### config.mk
export PLATFORM = sky130hd
export DESIGN_NAME = byte_enable_register_flat
export DESIGN_NICKNAME = d
export VERILOG_FILES = /design/src/rtl/sdc_reg_pkg.sv /design/src/rtl/byte_enable_register_if.sv /design/src/rtl/byte_lane_reg.sv /design/src/rtl/byte_enable_register.sv /design/src/flat_wrapper.sv
export SDC_FILE = /design/constraint.sdc
export NUM_CORES = 1
export LEC_CHECK = 0
export CAP_MARGIN = 20
export CORE_MARGIN = 4
export CORE_UTILIZATION = 30
export CTS_BUF_LIST = sky130_fd_sc_hd__clkbuf_8
export DETAILED_ROUTE_END_ITERATION = 8
export GPL_ROUTABILITY_DRIVEN = 0
export PLACE_DENSITY = 0.63
export SKIP_CTS_REPAIR_TIMING = 1
export SLEW_MARGIN = 20
export SYNTH_ARGS = -nofsm -noshare
export SYNTH_HDL_FRONTEND = slang
export SYNTH_SLANG_ARGS = --single-unit
### constraint.sdc
create_clock -name clk -period 3.3 [get_ports clk]
set_clock_uncertainty 0.1 [all_clocks]
set_input_delay 0.99 -clock clk [delete_from_list [all_inputs] [get_ports clk]]
set_output_delay 0.99 -clock clk [all_outputs]
set_load 0.1 [all_outputs]
### src/rtl/sdc_reg_pkg.sv
// Shared constants and helpers for the SD-card controller register primitives.
// Imported by the byte-lane register, its interface and the word register top.
package sdc_reg_pkg;

    localparam int BYTE_W        = 8;
    localparam int DEF_NUM_BYTES = 4;
    localparam int DEF_SEL_W     = 2;

    // Number of byte lanes needed to hold a word of the given bit width.
    function automatic int lanes_for_width(input int width);
        return (width + BYTE_W - 1) / BYTE_W;
    endfunction

endpackage

### src/rtl/byte_enable_register_if.sv
// Bus bundle for a byte-writable word register: byte write path plus
// full-word and selected-lane readback.
interface byte_enable_register_if
    import sdc_reg_pkg::*;
#(
    parameter int NUM_BYTES = DEF_NUM_BYTES,
    parameter int SEL_W     = DEF_SEL_W
);
    logic                          we;
    logic [SEL_W-1:0]              byte_sel;
    logic [BYTE_W-1:0]             byte_in;
    logic [BYTE_W-1:0]             q_byte;
    logic [NUM_BYTES*BYTE_W-1:0]   q;

    modport master (
        output we,
        output byte_sel,
        output byte_in,
        input  q_byte,
        input  q
    );

    modport slave (
        input  we,
        input  byte_sel,
        input  byte_in,
        output q_byte,
        output q
    );
endinterface

### src/rtl/byte_lane_reg.sv
// One 8-bit lane of the word register: synchronous reset value and load enable.
module byte_lane_reg
    import sdc_reg_pkg::*;
#(
    parameter logic [BYTE_W-1:0] RESET_VALUE = '0
) (
    input  logic              clk,
    input  logic              rst,
    input  logic              load,
    input  logic [BYTE_W-1:0] d,
    output logic [BYTE_W-1:0] q
);
    logic [BYTE_W-1:0] q_q;
    logic [BYTE_W-1:0] q_d;

    always_comb begin
        q_d = q_q;
        if (load) begin
            q_d = d;
        end
    end

    // Reset wins over a coincident load.
    always_ff @(posedge clk) begin
        if (rst) begin
            q_q <= RESET_VALUE;
        end else begin
            q_q <= q_d;
        end
    end

    assign q = q_q;
endmodule

### src/rtl/byte_enable_register.sv
// Word register written one byte lane per cycle; exposes the full word and
// a combinational readback of the currently selected lane.
module byte_enable_register
    import sdc_reg_pkg::*;
#(
    parameter int                            NUM_BYTES   = DEF_NUM_BYTES,
    parameter int                            SEL_W       = DEF_SEL_W,
    parameter logic [NUM_BYTES*BYTE_W-1:0]   RESET_VALUE = '0
) (
    input  logic                 clk,
    input  logic                 rst,
    byte_enable_register_if.slave bus
);
    localparam int NUM_LANES = lanes_for_width(NUM_BYTES * BYTE_W);

    logic [NUM_LANES*BYTE_W-1:0] word;
    logic                        sel_in_range;
    logic [BYTE_W-1:0]           q_byte_mux;

    // Selectors past the last lane must neither write nor read anything.
    assign sel_in_range = (int'(bus.byte_sel) < NUM_LANES);

    for (genvar gi = 0; gi < NUM_LANES; gi++) begin : g_lane
        logic lane_load;

        assign lane_load = bus.we && sel_in_range && (int'(bus.byte_sel) == gi);

        byte_lane_reg #(
            .RESET_VALUE (RESET_VALUE[gi*BYTE_W +: BYTE_W])
        ) u_lane (
            .clk  (clk),
            .rst  (rst),
            .load (lane_load),
            .d    (bus.byte_in),
            .q    (word[gi*BYTE_W +: BYTE_W])
        );
    end

    always_comb begin
        q_byte_mux = '0;
        for (int i = 0; i < NUM_LANES; i++) begin
            if (sel_in_range && (int'(bus.byte_sel) == i)) begin
                q_byte_mux = word[i*BYTE_W +: BYTE_W];
            end
        end
    end

    assign bus.q      = word;
    assign bus.q_byte = q_byte_mux;
endmodule

### src/flat_wrapper.sv
// flat-port wrapper written by rule: the top's interface ports become plain ports
module byte_enable_register_flat import sdc_reg_pkg::*;
#(
    parameter int                            NUM_BYTES   = DEF_NUM_BYTES,
    parameter int                            SEL_W       = DEF_SEL_W,
    parameter logic [NUM_BYTES*BYTE_W-1:0]   RESET_VALUE = '0
)
  (clk, rst, bus_we, bus_byte_sel, bus_byte_in, bus_q_byte, bus_q);
  byte_enable_register_if #(.NUM_BYTES(NUM_BYTES), .SEL_W(SEL_W)) bus_i ();
  input  logic clk;
  input  logic rst;
  input wire logic [$bits(bus_i.we)-1:0] bus_we;
  input wire logic [$bits(bus_i.byte_sel)-1:0] bus_byte_sel;
  input wire logic [$bits(bus_i.byte_in)-1:0] bus_byte_in;
  output wire logic [$bits(bus_i.q_byte)-1:0] bus_q_byte;
  output wire logic [$bits(bus_i.q)-1:0] bus_q;
  assign bus_i.we = bus_we;
  assign bus_i.byte_sel = bus_byte_sel;
  assign bus_i.byte_in = bus_byte_in;
  assign bus_q_byte = bus_i.q_byte;
  assign bus_q = bus_i.q;
  byte_enable_register #(.NUM_BYTES(NUM_BYTES), .SEL_W(SEL_W), .RESET_VALUE(RESET_VALUE)) u_core (.clk(clk), .rst(rst), .bus(bus_i));
endmodule
==> out/results.md <==
| Parameter | This run |
|---|---|
| Outcome | finished clean |
| Cell Area, Placed | 2100 µm² |
| Effective utilization at floorplan | 0.312 |
| Final setup vio count | 0 |
| Diode count | 0 |
| Per-cell via count in the routed design | 4.53 |
| Signal arrival time at the worst endpoint | 2.09 ns |
| Most common cell after layout, fill and taps aside | sky130_fd_sc_hd__nand2b_1 |
| Initial antenna violation count | 0 |
| Starting DRC count in detailed routing | 57 |
| Crit path time final | 3.18 ns |
| Router iterations before antenna repair | 4 |
| Maximum level of the CTS H-tree | 2 |
| IO Pins | 53 |
| Max clock buf depth | 2 |
| Max-Slew Margin vs Limit | 0.601 |
| Number of clock sinks | 32 |
| Max reg flops | 32 |
| Grt total ovfl | 0 |
| Worst-Skew Late Latency | 0.28 ns |
| PortBufs | 52 |
| Worst Setup End Kind | primary output |
| Global-route layer with the greatest usage | met2 |
| Clock tree from TritonCTS | built |
| Leading post-synthesis cells by cell area | sky130_fd_sc_hd__dfxtp_1 (43%), sky130_fd_sc_hd__mux2i_1 (21%), sky130_fd_sc_hd__nand2b_1 (17%), sky130_fd_sc_hd__mux4_2 (12%), sky130_fd_sc_hd__buf_4 (1.0%) |
| Post-layout util | 0.467 |
| Mean post-synth cell area | 11.8 µm² |
| Number of global-route vias before repair | 1,203 |
| RSZ-0062 raised after global routing | no |
| Peak ir drop on the vdd network | 214 µV |
| Detailed-route via count | 1,136 |
| Sum of net half-perimeters after detailed placement | 2810 µm |
| Worst hold margin | 0.391 ns |
| Sequential cell area | 641 µm² |
| Setup TNS Final | 0 ns |
| Drt total wl | 3940 µm |
| Area of the multi-input gates | 802 µm² |
| Max Slew Vio Count | 0 |
| Distinct cell type count of the synthesized netlist | 13 |
| Type of the worst setup path | input pin to primary output |
| Standard-cell rows | 25 |
| Most used cells in the layout excluding fill and tap cells | sky130_fd_sc_hd__nand2b_1 (40), sky130_fd_sc_hd__buf_4 (36), sky130_fd_sc_hd__mux2i_1 (32), sky130_fd_sc_hd__dfxtp_1 (32), sky130_fd_sc_hd__clkdlybuf4s50_1 (10) |
| Area share of the leading cell type in the synthesized netlist | 0.429 |
| Share of post-route cells with drive strength above 1 | 0.353 |
| Netlist area before placement | 1490 µm² |
| Highest clock frequency the design can meet | 0.314 GHz |
| Cell accounting for the most synthesized area | sky130_fd_sc_hd__dfxtp_1 |
| Clock buffers created by TritonCTS | 5 |
| Met2 routing resource usage after global routing | 0.209 |
| Fraction of the cycle the final worst path needs | 0.964 |
| Aggregate global-route resource usage | 0.131 |
| Hold WC Path Type | register to register |
| First-pass GRT wire length | 6170 µm |
| Final number of hold-violating endpoints | 0 |
| Pwr/cell area | 446 nW/µm² |
| DIE WIDTH | 78.6 µm |
| CP startpoint kind | input pin |
| Critical path required time | 2.21 ns |
| Chip Height | 78.6 µm |
| Largest net degree at the start of global routing | 41 |
| Core ar. | 4790 µm² |
| DRC errors left | 0 |
| Number of inserted filler cells in the final layout | 465 |
| Flops & latches, synth | 32 |
| GRT met3 Usage | 0.0436 |
| Clk slew on worst S/H paths | 0.06 ns |
| Final instance area | 2230 µm² |
| Buffer cell driving the clock tree root | sky130_fd_sc_hd__clkbuf_8 |
| Register area share after synthesis | 0.429 |
| Total leakage power | 0.00104 µW |
| Post-Syn Nets | 140 |
| Growth of design area from synthesis to finish | 49.6% |
| Transition time at the pin with the least slew margin | 0.597 ns |
| Cells after synthesis | 127 |
| Ys Warns | 0 |
| Max cap viols | 0 |
| Residual antenna-violating net count after detailed routing | 0 |
| Biggest fanout along the worst timing path | 5 |
| M1 GR Usage | 0.163 |
| Routed wire per std cell | 15.7 µm |
| Nets@finish | 197 |
| DIE AREA | 6170 µm² |
routing by layer:
metal,part of all wire,wire [µm]
met5,0,0
met4,0.018,69
met3,0.064,251
met2,0.49,1930
met1,0.43,1690
cell type report:
class                           instances  share of cell area
Tap cell                               67              0.0375
Sequential cell                        32               0.287
Timing Repair Buffer                   59               0.274
Clock buffer                            7              0.0431
Multi-Input combinational cell         86               0.359
cells by family (layout without fill, tap and decap cells):
kind of cell  after synthesis  after routing  synth area share
buf+inv                     9             66            0.0343
flops                      32             32             0.429
mux                        40             40             0.335
simple gates               46             46             0.202
critical path: stages:
cell	delay, ns
sky130_fd_sc_hd__dlymetal6s2s_1	0.19
sky130_fd_sc_hd__clkbuf_16	0.19
sky130_fd_sc_hd__mux4_2	0.53
sky130_fd_sc_hd__buf_12	0.19
through the flow:
stage | worst slack, ns | std cells | total power [µW]
6_report | 0.119 | 251 | 997
5_1_grt | 0.0722 | 251 | 1040
4_1_cts | -0.216 | 250 | 1010
3_5_place_dp | -0.211 | 243 | 681
3_3_place_gp | -0.181 | 243 | 678
2_1_floorplan | 0.274 | 127 | 604
worst paths after layout:
path              slack [ns]  cells past startpoint                          from                      endpoint
setup / recovery        0.12                      4               bus_byte_sel[0]                 bus_q_byte[0]
hold / removal          0.39                      2  u_core.g_lane[2].u_lane.q[5]  u_core.g_lane[2].u_lane.q[5]
setup reg to reg        2.54                      2  u_core.g_lane[1].u_lane.q[6]  u_core.g_lane[1].u_lane.q[6]
hold reg to reg         0.39                      2  u_core.g_lane[2].u_lane.q[5]  u_core.g_lane[2].u_lane.q[5]
synthesized netlist by cell type (all sizes together):
| library cell | instances |
|---|---|
| nand2b | 40 |
| dfxtp | 32 |
| mux2i | 32 |
| mux4 | 8 |
| buf | 5 |
| clkbuf | 4 |
| nand3b | 2 |
| and3 | 1 |
| and3b | 1 |
| nand3 | 1 |
| or3b | 1 |
power by group:
part	total, µW	switching, µW	leakage [µW]	internal (µW)
clock	323	137	0.0000503	185
sequential	411	11.3	0.000260	400
combinational	263	178	0.000729	85.4
Note: power is estimated with default switching activity, not from simulation.
